--- config.mk ---
export PLATFORM = sky130hd
export DESIGN_NAME = dmme_result_collect_flat
export DESIGN_NICKNAME = d
export VERILOG_FILES = /design/src/rtl/dmme_pkg.sv /design/src/rtl/dmme_result_collect_if.sv /design/src/rtl/dmme_fifo_2w1r.sv /design/src/rtl/dmme_result_collect.sv /design/src/flat_wrapper.sv
export SDC_FILE = /design/constraint.sdc
export NUM_CORES = 1
export LEC_CHECK = 0
export CAP_MARGIN = 20
export CORE_MARGIN = 4
export CORE_UTILIZATION = 60
export CTS_CLUSTER_DIAMETER = 100
export DETAILED_ROUTE_END_ITERATION = 10
export PLACE_DENSITY = 0.87
export RECOVER_POWER = 100
export SLEW_MARGIN = 20
export SYNTH_ARGS = -nofsm -noshare
export SYNTH_HDL_FRONTEND = slang
export SYNTH_SLANG_ARGS = --single-unit
--- constraint.sdc ---
create_clock -name clk -period 13.2 [get_ports clk]
set_clock_uncertainty 0.1 [all_clocks]
set_input_delay 2.64 -clock clk [delete_from_list [all_inputs] [get_ports clk]]
set_output_delay 2.64 -clock clk [all_outputs]
set_load 0.03 [all_outputs]
--- src/rtl/dmme_pkg.sv ---
// Shared types for the DMME result collector.
// Lane width, word tags, FSM states and the queued word format.
package dmme_pkg;

    localparam int RES_W = 32;

    localparam logic TAG_12 = 1'b0;
    localparam logic TAG_22 = 1'b1;

    typedef enum logic [1:0] {
        ST_IDLE,
        ST_COLLECT,
        ST_DRAIN
    } state_t;

    typedef struct packed {
        logic               tag;
        logic [2*RES_W-1:0] data;
    } res_word_t;

endpackage

--- src/rtl/dmme_result_collect_if.sv ---
// Ready/valid result stream toward the host/memory writer.
// master drives the word, slave drives ready.
interface dmme_result_collect_if;
    import dmme_pkg::*;

    logic               out_valid;
    logic               out_ready;
    logic [2*RES_W-1:0] out_data;
    logic               out_tag;

    modport master (
        output out_valid,
        output out_data,
        output out_tag,
        input  out_ready
    );

    modport slave (
        input  out_valid,
        input  out_data,
        input  out_tag,
        output out_ready
    );

endinterface

--- src/rtl/dmme_fifo_2w1r.sv ---
// Dual-push, single-pop first-word fall-through FIFO.
// wr_en[1] is only meaningful together with wr_en[0].
module dmme_fifo_2w1r
    import dmme_pkg::*;
#(
    parameter  int DEPTH = 8,
    localparam int AW    = $clog2(DEPTH),
    localparam int LW    = AW + 1
) (
    input  logic          clk,
    input  logic          rst,
    input  logic          clr,
    input  logic [1:0]    wr_en,
    input  res_word_t     wr_data0,
    input  res_word_t     wr_data1,
    input  logic          rd_en,
    output logic          rd_valid,
    output res_word_t     rd_data,
    output logic [LW-1:0] level,
    output logic [LW-1:0] free
);

    res_word_t     mem [DEPTH];
    logic [AW-1:0] wptr;
    logic [AW-1:0] rptr;
    logic [LW-1:0] cnt;
    logic          pop;
    logic [1:0]    n_push;

    assign n_push   = {1'b0, wr_en[0]} + {1'b0, wr_en[1]};
    assign rd_valid = (cnt != '0);
    assign pop      = rd_en && rd_valid;
    assign rd_data  = rd_valid ? mem[rptr] : '0;
    assign level    = cnt;
    assign free     = LW'(DEPTH) - cnt;

    // Storage: second push lands in the slot after the first.
    always_ff @(posedge clk) begin
        if (!clr) begin
            if (wr_en[0]) mem[wptr] <= wr_data0;
            if (wr_en[1]) mem[wptr + AW'(1)] <= wr_data1;
        end
    end

    // Pointers wrap modulo DEPTH; cnt carries the true occupancy.
    always_ff @(posedge clk or negedge rst) begin
        if (!rst) begin
            wptr <= '0;
            rptr <= '0;
            cnt  <= '0;
        end else if (clr) begin
            wptr <= '0;
            rptr <= '0;
            cnt  <= '0;
        end else begin
            wptr <= wptr + AW'(n_push);
            rptr <= rptr + AW'(pop);
            cnt  <= cnt + LW'(n_push) - LW'(pop);
        end
    end

endmodule

--- src/rtl/dmme_result_collect.sv ---
// Collects DMME result pairs into tagged words and streams them out.
// Tracks per-batch word count, drop overflow and end-of-batch drain.
module dmme_result_collect
    import dmme_pkg::*;
#(
    parameter  int DEPTH    = 8,
    parameter  int DATA_LAG = 1,
    parameter  int CNT_W    = 16,
    localparam int LW       = $clog2(DEPTH) + 1
) (
    input  logic                  clk,
    input  logic                  rst,
    input  logic                  clr,
    input  logic                  valid_12_in,
    input  logic                  valid_22_in,
    input  logic                  done_in,
    input  logic [RES_W-1:0]      cout_12_1,
    input  logic [RES_W-1:0]      cout_12_2,
    input  logic [RES_W-1:0]      cout_22_1,
    input  logic [RES_W-1:0]      cout_22_2,
    dmme_result_collect_if.master res_if,
    output logic [LW-1:0]         fifo_level,
    output logic [CNT_W-1:0]      word_count,
    output logic                  overflow,
    output logic                  batch_done
);

    logic          v12_s;
    logic          v22_s;
    logic          done_s;

    if (DATA_LAG == 1) begin : g_lag
        logic v12_q;
        logic v22_q;
        logic done_q;

        // Delay flags so they line up with the cout they qualify.
        always_ff @(posedge clk or negedge rst) begin
            if (!rst) begin
                {v12_q, v22_q, done_q} <= '0;
            end else if (clr) begin
                {v12_q, v22_q, done_q} <= '0;
            end else begin
                {v12_q, v22_q, done_q} <=
                    {valid_12_in, valid_22_in, done_in};
            end
        end

        assign v12_s  = v12_q;
        assign v22_s  = v22_q;
        assign done_s = done_q;
    end else begin : g_nolag
        assign v12_s  = valid_12_in;
        assign v22_s  = valid_22_in;
        assign done_s = done_in;
    end

    res_word_t     w12;
    res_word_t     w22;
    res_word_t     rd_word;
    logic          rd_valid;
    logic          pop;
    logic [LW-1:0] free_fifo;
    logic [LW-1:0] free_now;
    logic [LW-1:0] level_next;
    logic          acc12;
    logic          acc22;
    logic          drop;
    logic [1:0]    n_acc;
    logic [1:0]    wr_en;

    assign w12 = {TAG_12, cout_12_2, cout_12_1};
    assign w22 = {TAG_22, cout_22_2, cout_22_1};

    assign pop      = rd_valid && res_if.out_ready;
    // A same-cycle pop frees its slot for this cycle's push.
    assign free_now = free_fifo + LW'(pop);
    assign acc12    = v12_s && (free_now != '0);
    assign acc22    = v22_s && (free_now > LW'(acc12));
    assign drop     = (v12_s && !acc12) || (v22_s && !acc22);
    assign n_acc    = {1'b0, acc12} + {1'b0, acc22};
    assign wr_en    = {acc12 && acc22, acc12 || acc22};

    assign level_next = fifo_level + LW'(n_acc) - LW'(pop);

    dmme_fifo_2w1r #(
        .DEPTH (DEPTH)
    ) u_fifo (
        .clk      (clk),
        .rst      (rst),
        .clr      (clr),
        .wr_en    (wr_en),
        .wr_data0 (acc12 ? w12 : w22),
        .wr_data1 (w22),
        .rd_en    (pop),
        .rd_valid (rd_valid),
        .rd_data  (rd_word),
        .level    (fifo_level),
        .free     (free_fifo)
    );

    assign res_if.out_valid = rd_valid;
    assign res_if.out_data  = rd_word.data;
    assign res_if.out_tag   = rd_word.tag;

    logic [CNT_W:0]   cnt_sum;
    logic [CNT_W-1:0] cnt_sat;

    assign cnt_sum = {1'b0, word_count} + (CNT_W + 1)'(n_acc);
    assign cnt_sat = cnt_sum[CNT_W] ? '1 : cnt_sum[CNT_W-1:0];

    state_t state_q;
    state_t state_d;
    logic   drain_end;

    // Next state and end-of-batch detection.
    always_comb begin
        state_d   = state_q;
        drain_end = 1'b0;
        unique case (state_q)
            ST_IDLE: begin
                if (n_acc != '0) begin
                    state_d = done_s ? ST_DRAIN : ST_COLLECT;
                end else if (done_s && fifo_level == '0) begin
                    drain_end = 1'b1;
                end
            end
            ST_COLLECT: begin
                if (done_s) begin
                    if (level_next == '0) begin
                        drain_end = 1'b1;
                        state_d   = ST_IDLE;
                    end else begin
                        state_d = ST_DRAIN;
                    end
                end
            end
            ST_DRAIN: begin
                if (level_next == '0) begin
                    drain_end = 1'b1;
                    state_d   = ST_IDLE;
                end
            end
            default: state_d = ST_IDLE;
        endcase
    end

    // State, batch pulse, saturating word counter, sticky overflow.
    always_ff @(posedge clk or negedge rst) begin
        if (!rst) begin
            state_q    <= ST_IDLE;
            batch_done <= 1'b0;
            word_count <= '0;
            overflow   <= 1'b0;
        end else if (clr) begin
            state_q    <= ST_IDLE;
            batch_done <= 1'b0;
            word_count <= '0;
            overflow   <= 1'b0;
        end else begin
            state_q    <= state_d;
            batch_done <= drain_end;
            word_count <= drain_end ? '0 : cnt_sat;
            if (drop) overflow <= 1'b1;
        end
    end

endmodule

--- src/flat_wrapper.sv ---
// flat-port wrapper written by rule: the top's interface ports become plain ports
module dmme_result_collect_flat import dmme_pkg::*;
#(
    parameter  int DEPTH    = 8,
    parameter  int DATA_LAG = 1,
    parameter  int CNT_W    = 16,
    localparam int LW       = $clog2(DEPTH) + 1
)
  (clk, rst, clr, valid_12_in, valid_22_in, done_in, cout_12_1, cout_12_2, cout_22_1, cout_22_2, fifo_level, word_count, overflow, batch_done, res_if_out_valid, res_if_out_data, res_if_out_tag, res_if_out_ready);
  dmme_result_collect_if res_if_i ();
  input  logic clk;
  input  logic rst;
  input  logic clr;
  input  logic valid_12_in;
  input  logic valid_22_in;
  input  logic done_in;
  input  logic [RES_W-1:0] cout_12_1;
  input  logic [RES_W-1:0] cout_12_2;
  input  logic [RES_W-1:0] cout_22_1;
  input  logic [RES_W-1:0] cout_22_2;
  output logic [LW-1:0] fifo_level;
  output logic [CNT_W-1:0] word_count;
  output logic overflow;
  output logic batch_done;
  output wire logic [$bits(res_if_i.out_valid)-1:0] res_if_out_valid;
  output wire logic [$bits(res_if_i.out_data)-1:0] res_if_out_data;
  output wire logic [$bits(res_if_i.out_tag)-1:0] res_if_out_tag;
  input wire logic [$bits(res_if_i.out_ready)-1:0] res_if_out_ready;
  assign res_if_out_valid = res_if_i.out_valid;
  assign res_if_out_data = res_if_i.out_data;
  assign res_if_out_tag = res_if_i.out_tag;
  assign res_if_i.out_ready = res_if_out_ready;
  dmme_result_collect #(.DEPTH(DEPTH), .DATA_LAG(DATA_LAG), .CNT_W(CNT_W)) u_core (.clk(clk), .rst(rst), .clr(clr), .valid_12_in(valid_12_in), .valid_22_in(valid_22_in), .done_in(done_in), .cout_12_1(cout_12_1), .cout_12_2(cout_12_2), .cout_22_1(cout_22_1), .cout_22_2(cout_22_2), .res_if(res_if_i), .fifo_level(fifo_level), .word_count(word_count), .overflow(overflow), .batch_done(batch_done));
endmodule
==> impl_metrics.csv, run 1 <==
group,metric,value,unit
timing,rsz0062_at_grt,"no",
worst_setup_path,critical-path-max-stage-delay,2.60,ns
yosys,yosys.area_share.xor_xnor,0.00565,
clock_network,cts_hold_buf,0,
yosys,synth_cells,1840,
die,die_h,224,um
timing,setup_ws,2.68,ns
flow_run,drv_cap,14,
grt,grt_pass1_wl,119000,um
yosys,yosys.area.top_type,"edfxtp_1",
worst_setup_path,cp_common_cell,"ha_1",
yosys,synthTopCellsByCount,"edfxtp_1 (512), o2bb2ai_1 (512), mux4_2 (130)",
yosys,synthAdderAreaFrac,0.0114,
clock_network,clk_pin_slew,0.06,ns
worst_setup_path,cp_slowest_cell,"clkbuf_1",
die,core_area,45700,um2
timing,hold_violations,0,
yosys,synth_nets,1998,
clock_network,htreeDepth,2,
placement,dp_hpwl,41100,um
clock_network,cts.path.max_buffers,3,
yosys,async_flop_share,0.0597,
finish,area_growth_syn_to_layout,12.3,%
clock_network,cts_tree,"built",
yosys,muxShareOfSynthArea,0.129,
power,p_leak,9.57,nW
clock_network,clk_latency,0.60,ns
die,start_util,0.611,
yosys,synthSimpleGateAreaFrac,0.0387,
timing,fmax,0.0951,GHz
grt,antenna_found_initial,9,
worst_setup_path,critPathMaxFanout,46,
yosys,ys_warn_count,0,
timing,period_share,0.797,
yosys,syn_area,27900,um2
die,rows,78,
worst_setup_path,critical_path_class,"input pin to register",
routing,drt_wl_total,79800,um
power,power,5.37,mW
routing,vias,18900,
placement,routabilityCongestion,0.839,
die,dieArea,50000,um2
finish,fin_nets,2082,
worst_setup_path,crit_buf_inv,5,
routing,drt-wirelength-per-cell,31.0,um
clock_network,post-cts-setup-buffer-count,0,
clock_network,cts.sinks,553,
power,powerDensity,171,nW/um2
clock_network,cts_made_buffers,54,
worst_setup_path,critPathRequiredTime,13.22,ns
yosys,ys.flop_type,"edfxtp_1",
placement,place_area,29800,um2
routing,vias_per_cell,7.36,
timing,fin_setup_tns,0,ns
yosys,synthTopCellsByArea,"edfxtp_1 (55%), o2bb2ai_1 (16%), mux4_2 (10%)",
clock_network,cts_resized,0,
placement,io_buffers,222,
routing,drc,0,
worst_setup_path,end_kind,"register",
yosys,yosysUniqueCellTypes,44,
timing,slew_headroom,-2.28,
finish,drive_gt1_frac,0.122,
die,fp.dieW,224,um
timing,worstMarginPinSlew,4.93,ns
clock_network,clockRootBuffer,"clkbuf_16",
yosys,synth_top_area_share,0.551,
timing,holdWs,0.394,ns
hold_path,min_path_type,"register to register",
yosys,synth_compound_area_frac,0.174,
grt,grt_start_max_net_pins,68,
yosys,synth_edf_count,512,
run_status,violations,"capacitance limit, slew limit",
run_status,status,"finished with violations",
power,peakVddDrop,0.293,mV
timing,min_period,10.52,ns
placement,pre_cts_slack,4.93,ns
routing,drt_first_pass_iters,5,
yosys,seq_area_frac_synth,0.586,
routing,ant_nets,0,
worst_setup_path,arrival,10.54,ns
worst_setup_path,cp_cell_sequence,"dlygate4sd3_1 > nand2_1 > ha_1 > inv_1 > ha_1 > nand2b_1 > or4_1 > and3_1 > ha_1 > nor2_1 > o21ai_0 > inv_1 > ha_1 > inv_1 > nor4_1 > nand2_1 > nand2_1 > clkbuf_1",
timing,slew_violations,736,
worst_setup_path,path_delay_family,"buffers and inverters",
grt,first_global_vias,19600,
grt,grt-ovfl-total,0,
grt,track_usage,0.313,
routing,drt-initial-drc-count,2858,
finish,final_area,31300,um2
worst_setup_path,start_kind,"input pin",
die,io_pins,223,
yosys,synth.ff_latch_count,553,
yosys,synth.avg_cell_area,15.2,um2
yosys,synth_top_family_by_area,"compound AO/OA/AOI/OAI gates",
timing,setup_viol,0,
-- cell type report --
type                    count  area, um2
flip-flops and latches    553      16400
fillers                  2952      14300
multi-input cells        1045      10000
repair buffers            249       2430
clock buffers              78       1530
well taps                 600        751
clock inverters            20        148
inverters                  21       78.8
diodes                      4       10.0
-- cells in the final DEF (no fill, tap or decap), drive strengths merged, types with 3 or more instances in the layout --
cell type	count
o2bb2ai	512
edfxtp	512
clkdlybuf4s50	132
mux4	130
nand2	104
dlygate4sd3	90
nor2	87
clkbuf	83
mux2i	68
dfrtp	33
inv	22
buf	22
ha	19
a21oi	17
clkinv	16
o21ai	12
nor2b	11
nand3	10
xnor2	9
xor2	9
a2bb2oi	8
dfxtp	8
nor3	7
nand2b	6
diode	4
and3	4
fa	4
nor3b	3
nand3b	3
and2	3
-- logic make-up after synthesis --
group / after synthesis
buffers and inverters: 242
flip-flops: 553
multiplexers: 198
AO/OA/AOI/OAI: 557
adder cells (fa/ha/maj): 23
AND/OR/NAND/NOR: 249
XOR/XNOR: 18
-- power by group --
part	switching [mW]	internal, mW	leakage, nW
logic	1.04	0.717	3.30
registers	0.0846	2.04	5.45
clock network	0.646	0.839	0.818
total	1.78	3.60	9.57
-- final timing paths --
| path | slack, ns | from | depth (start not counted) | to |
|---|---|---|---|---|
| max in group asynchronous | 8.77 | rst | 2 | u_core.u_fifo.rptr[0] |
| setup reg to reg | 4.42 | u_core.u_fifo.level[3] | 21 | u_core.u_fifo.mem[3][28] |
| min in group asynchronous | 2.96 | rst | 2 | u_core.word_count[5] |
| hold / removal | 0.39 | u_core.u_fifo.mem[4][64] | 1 | u_core.u_fifo.mem[4][64] |
| setup / recovery | 2.68 | res_if_out_ready | 18 | u_core.u_fifo.mem[3][28] |
| hold reg to reg | 0.39 | u_core.u_fifo.mem[4][64] | 1 | u_core.u_fifo.mem[4][64] |
-- through the flow --
stage,std cells,utilization
global route,2570,0.686
CTS,2565,0.688
floorplan,1840,-
detailed placement,2467,0.652
global placement,2467,0.652
finish,2570,0.686
-- state kept, by name, summed over array words and instances (netlist names) --
name	count
u_core.u_fifo.mem	520
u_core.overflow	1
u_core.batch_done	1
u_core.state_q	2
u_core.u_fifo.rptr	3
u_core.u_fifo.wptr	3
u_core.g_lag.v22_q	1
u_core.u_fifo.level	4
u_core.g_lag.v12_q	1
u_core.done_s	1
u_core.word_count	16
-- metal layers --
| metal | vias up | wire, um | track usage |
|---|---|---|---|
| li1 | 7700 | - | - |
| met3 | 265 | 10600 | 0.0769 |
| met4 | 10 | 3000 | 0.124 |
| met1 | 9364 | 27500 | 0.411 |
| met5 | - | 76 | 0 |
| met2 | 1581 | 38600 | 0.510 |
Power figures use the tool's default switching activity.
==> inputs of run 2 (changes only) <==
--- a/config.mk
+++ b/config.mk
@@ -7,10 +7,10 @@
 export LEC_CHECK = 0
 export CAP_MARGIN = 20
 export CORE_MARGIN = 4
-export CORE_UTILIZATION = 60
+export CORE_UTILIZATION = 59
 export CTS_CLUSTER_DIAMETER = 100
 export DETAILED_ROUTE_END_ITERATION = 10
-export PLACE_DENSITY = 0.87
+export PLACE_DENSITY = 0.86
 export RECOVER_POWER = 100
 export SLEW_MARGIN = 20
 export SYNTH_ARGS = -nofsm -noshare
==> constraint.sdc (replaced) <==
create_clock -name clk -period 10 [get_ports clk]
set_clock_uncertainty 0.1 [all_clocks]
set_input_delay 2 -clock clk [delete_from_list [all_inputs] [get_ports clk]]
set_output_delay 2 -clock clk [all_outputs]
set_load 0.03 [all_outputs]
==> run 2 against run 1 <==
Compared with the run above: the run still ends with capacitance limit, slew limit left; clock-buffer cell count decreased by 2; utilization decreased by 1.2 points; die area increased by 1.6%; combinational power increased by 32%; critical path type unchanged; highest routed layer unchanged.
==> impl_metrics.csv, run 2 (synthesized netlist as in run 1, its figures left out) <==
group,metric,value,unit
grt,track_usage,0.309,
worst_setup_path,critical_path_class,"input pin to register",
grt,grt_pass1_wl,119000,um
clock_network,clockRootBuffer,"clkbuf_16",
timing,fmax,0.120,GHz
power,powerDensity,227,nW/um2
grt,first_global_vias,19600,
die,dieArea,50900,um2
timing,worstMarginPinSlew,3.63,ns
worst_setup_path,critPathRequiredTime,10.11,ns
worst_setup_path,reg2reg_depth,19,
grt,grt-ovfl-total,0,
run_status,violations,"capacitance limit, slew limit",
finish,stdcell_count,2577,
worst_setup_path,end_kind,"register",
clock_network,cts_made_buffers,56,
die,io_pins,223,
finish,fillCellCount,3074,
timing,min_period,8.31,ns
worst_setup_path,critPathMaxFanout,35,
timing,slew_headroom,-1.42,
routing,ant_nets,0,
die,die_h,226,um
timing,fin_setup_tns,0,ns
timing,setup_viol,0,
timing,slew_violations,655,
power,clkPwrFrac,0.279,
worst_setup_path,start_kind,"input pin",
hold_path,min_path_type,"register to register",
clock_network,cts_resized,0,
grt,antenna_found_initial,9,
placement,place_area,29800,um2
power,swShare,0.332,
finish,drive_gt1_frac,0.125,
routing,drc,0,
grt,grt_start_max_net_pins,71,
flow_run,drv_cap,17,
clock_network,cts_tree,"built",
clock_network,htreeDepth,2,
clock_network,cts.sinks,553,
worst_setup_path,arrival,8.42,ns
finish,top_register,"u_core.u_fifo.mem",
timing,period_share,0.831,
finish,fin_nets,2083,
power,p_leak,9.61,nW
placement,dp_hpwl,42500,um
routing,drt_wl_total,79500,um
finish,final_cell_mix,"o2bb2ai_1 (512), edfxtp_1 (512), clkdlybuf4s50_1 (134), mux4_2 (130), nand2_1 (98)",
die,rows,79,
hold_path,hold_depth,1,
placement,dpl.cell_count,2471,
timing,hold_violations,0,
run_status,status,"finished with violations",
routing,drt-initial-drc-count,2739,
power,peakVddDrop,0.360,mV
routing,vias,18900,
clock_network,clk_latency,0.61,ns
timing,rsz0062_at_grt,"no",
routing,drt_first_pass_iters,6,
clock_network,post-cts-setup-buffer-count,0,
finish,largest_reg_flops,520,
clock_network,cts.path.max_buffers,3,
clock_network,cts_hold_buf,0,
placement,routabilityCongestion,0.838,
placement,io_buffers,222,
power,share_comb_of_total_power,0.327,
power,power,7.13,mW
die,core_area,46700,um2
routing,drt-wirelength-per-cell,30.9,um
clock_network,clk_pin_slew,0.06,ns
finish,final_area,31400,um2
routing,vias_per_cell,7.35,
die,fp.dieW,226,um
power,p_seq_frac,0.394,
finish,area_growth_syn_to_layout,12.6,%
die,start_util,0.598,
power,intPower,4.76,mW
power,p_sw,2.37,mW
[run 2: path summary, 6_finish.rpt]
check	start	end	slack (ns)
worst max-delay path	res_if_out_ready	u_core.u_fifo.mem[6][61]	1.69
worst min-delay path	u_core.u_fifo.mem[3][64]	u_core.u_fifo.mem[3][64]	0.39
max in group asynchronous	rst	u_core.u_fifo.rptr[0]	6.23
min in group asynchronous	rst	u_core.batch_done	2.31
worst max register to register	u_core.u_fifo.level[2]	u_core.u_fifo.mem[6][61]	1.79
worst min register to register	u_core.u_fifo.mem[3][64]	u_core.u_fifo.mem[3][64]	0.39
[run 2: power by group through the flow]
| stage | Clock [mW] | Sequential (mW) | Combinational [mW] |
|---|---|---|---|
| after detailed placement | 0 | 2.88 | 2.35 |
| after CTS | 1.99 | 2.83 | 2.37 |
| after global placement | 0 | 2.87 | 2.30 |
| final | 1.99 | 2.81 | 2.33 |
| after floorplan | 0 | 2.80 | 1.60 |
| after global routing | 2.08 | 2.82 | 2.46 |
[run 2: cell type report]
cell class	count	area, um2	share of cell area
flip-flops and latches	553	16400	0.521
multi-input cells	1045	10000	0.320
repair buffers	248	2470	0.0787
clock buffers	76	1530	0.0486
well taps	607	759	0.0242
clock inverters	22	168	0.00533
inverters	21	78.8	0.00251
diodes	5	12.5	0.000398
[run 2: worst max-delay path: stages]
cell             delay [ns]
clkdlybuf4s50_1        0.45
nand2_1                0.08
ha_1                   0.22
inv_1                  0.06
ha_1                   0.23
nand2b_1               0.17
or4_1                  0.55
and3_1                 0.60
ha_1                   0.50
nor2_1                 0.09
o21ai_0                0.11
ha_1                   0.26
nor3_1                 0.38
nand3_1                0.23
nand2_1                1.31
clkbuf_2               1.15
[run 2: stage by stage]
stage / hold WS [ns] / worst slack, ns / util
finish: 0.390 / 1.69 / 0.674
global route: 0.401 / 1.26 / 0.674
CTS: 0.389 / 3.00 / 0.674
detailed placement: 0.380 / 2.36 / 0.638
global placement: 0.377 / 2.55 / 0.637
floorplan: 0.367 / 2.99 / -
[run 2: layer usage]
layer  GRT usage  up-vias  share of wire
met2       0.499     1560           0.48
met5           0        -        0.00055
met1       0.406     9433           0.35
li1            -     7713              -
met4       0.125        8          0.035
met3      0.0801      227           0.13
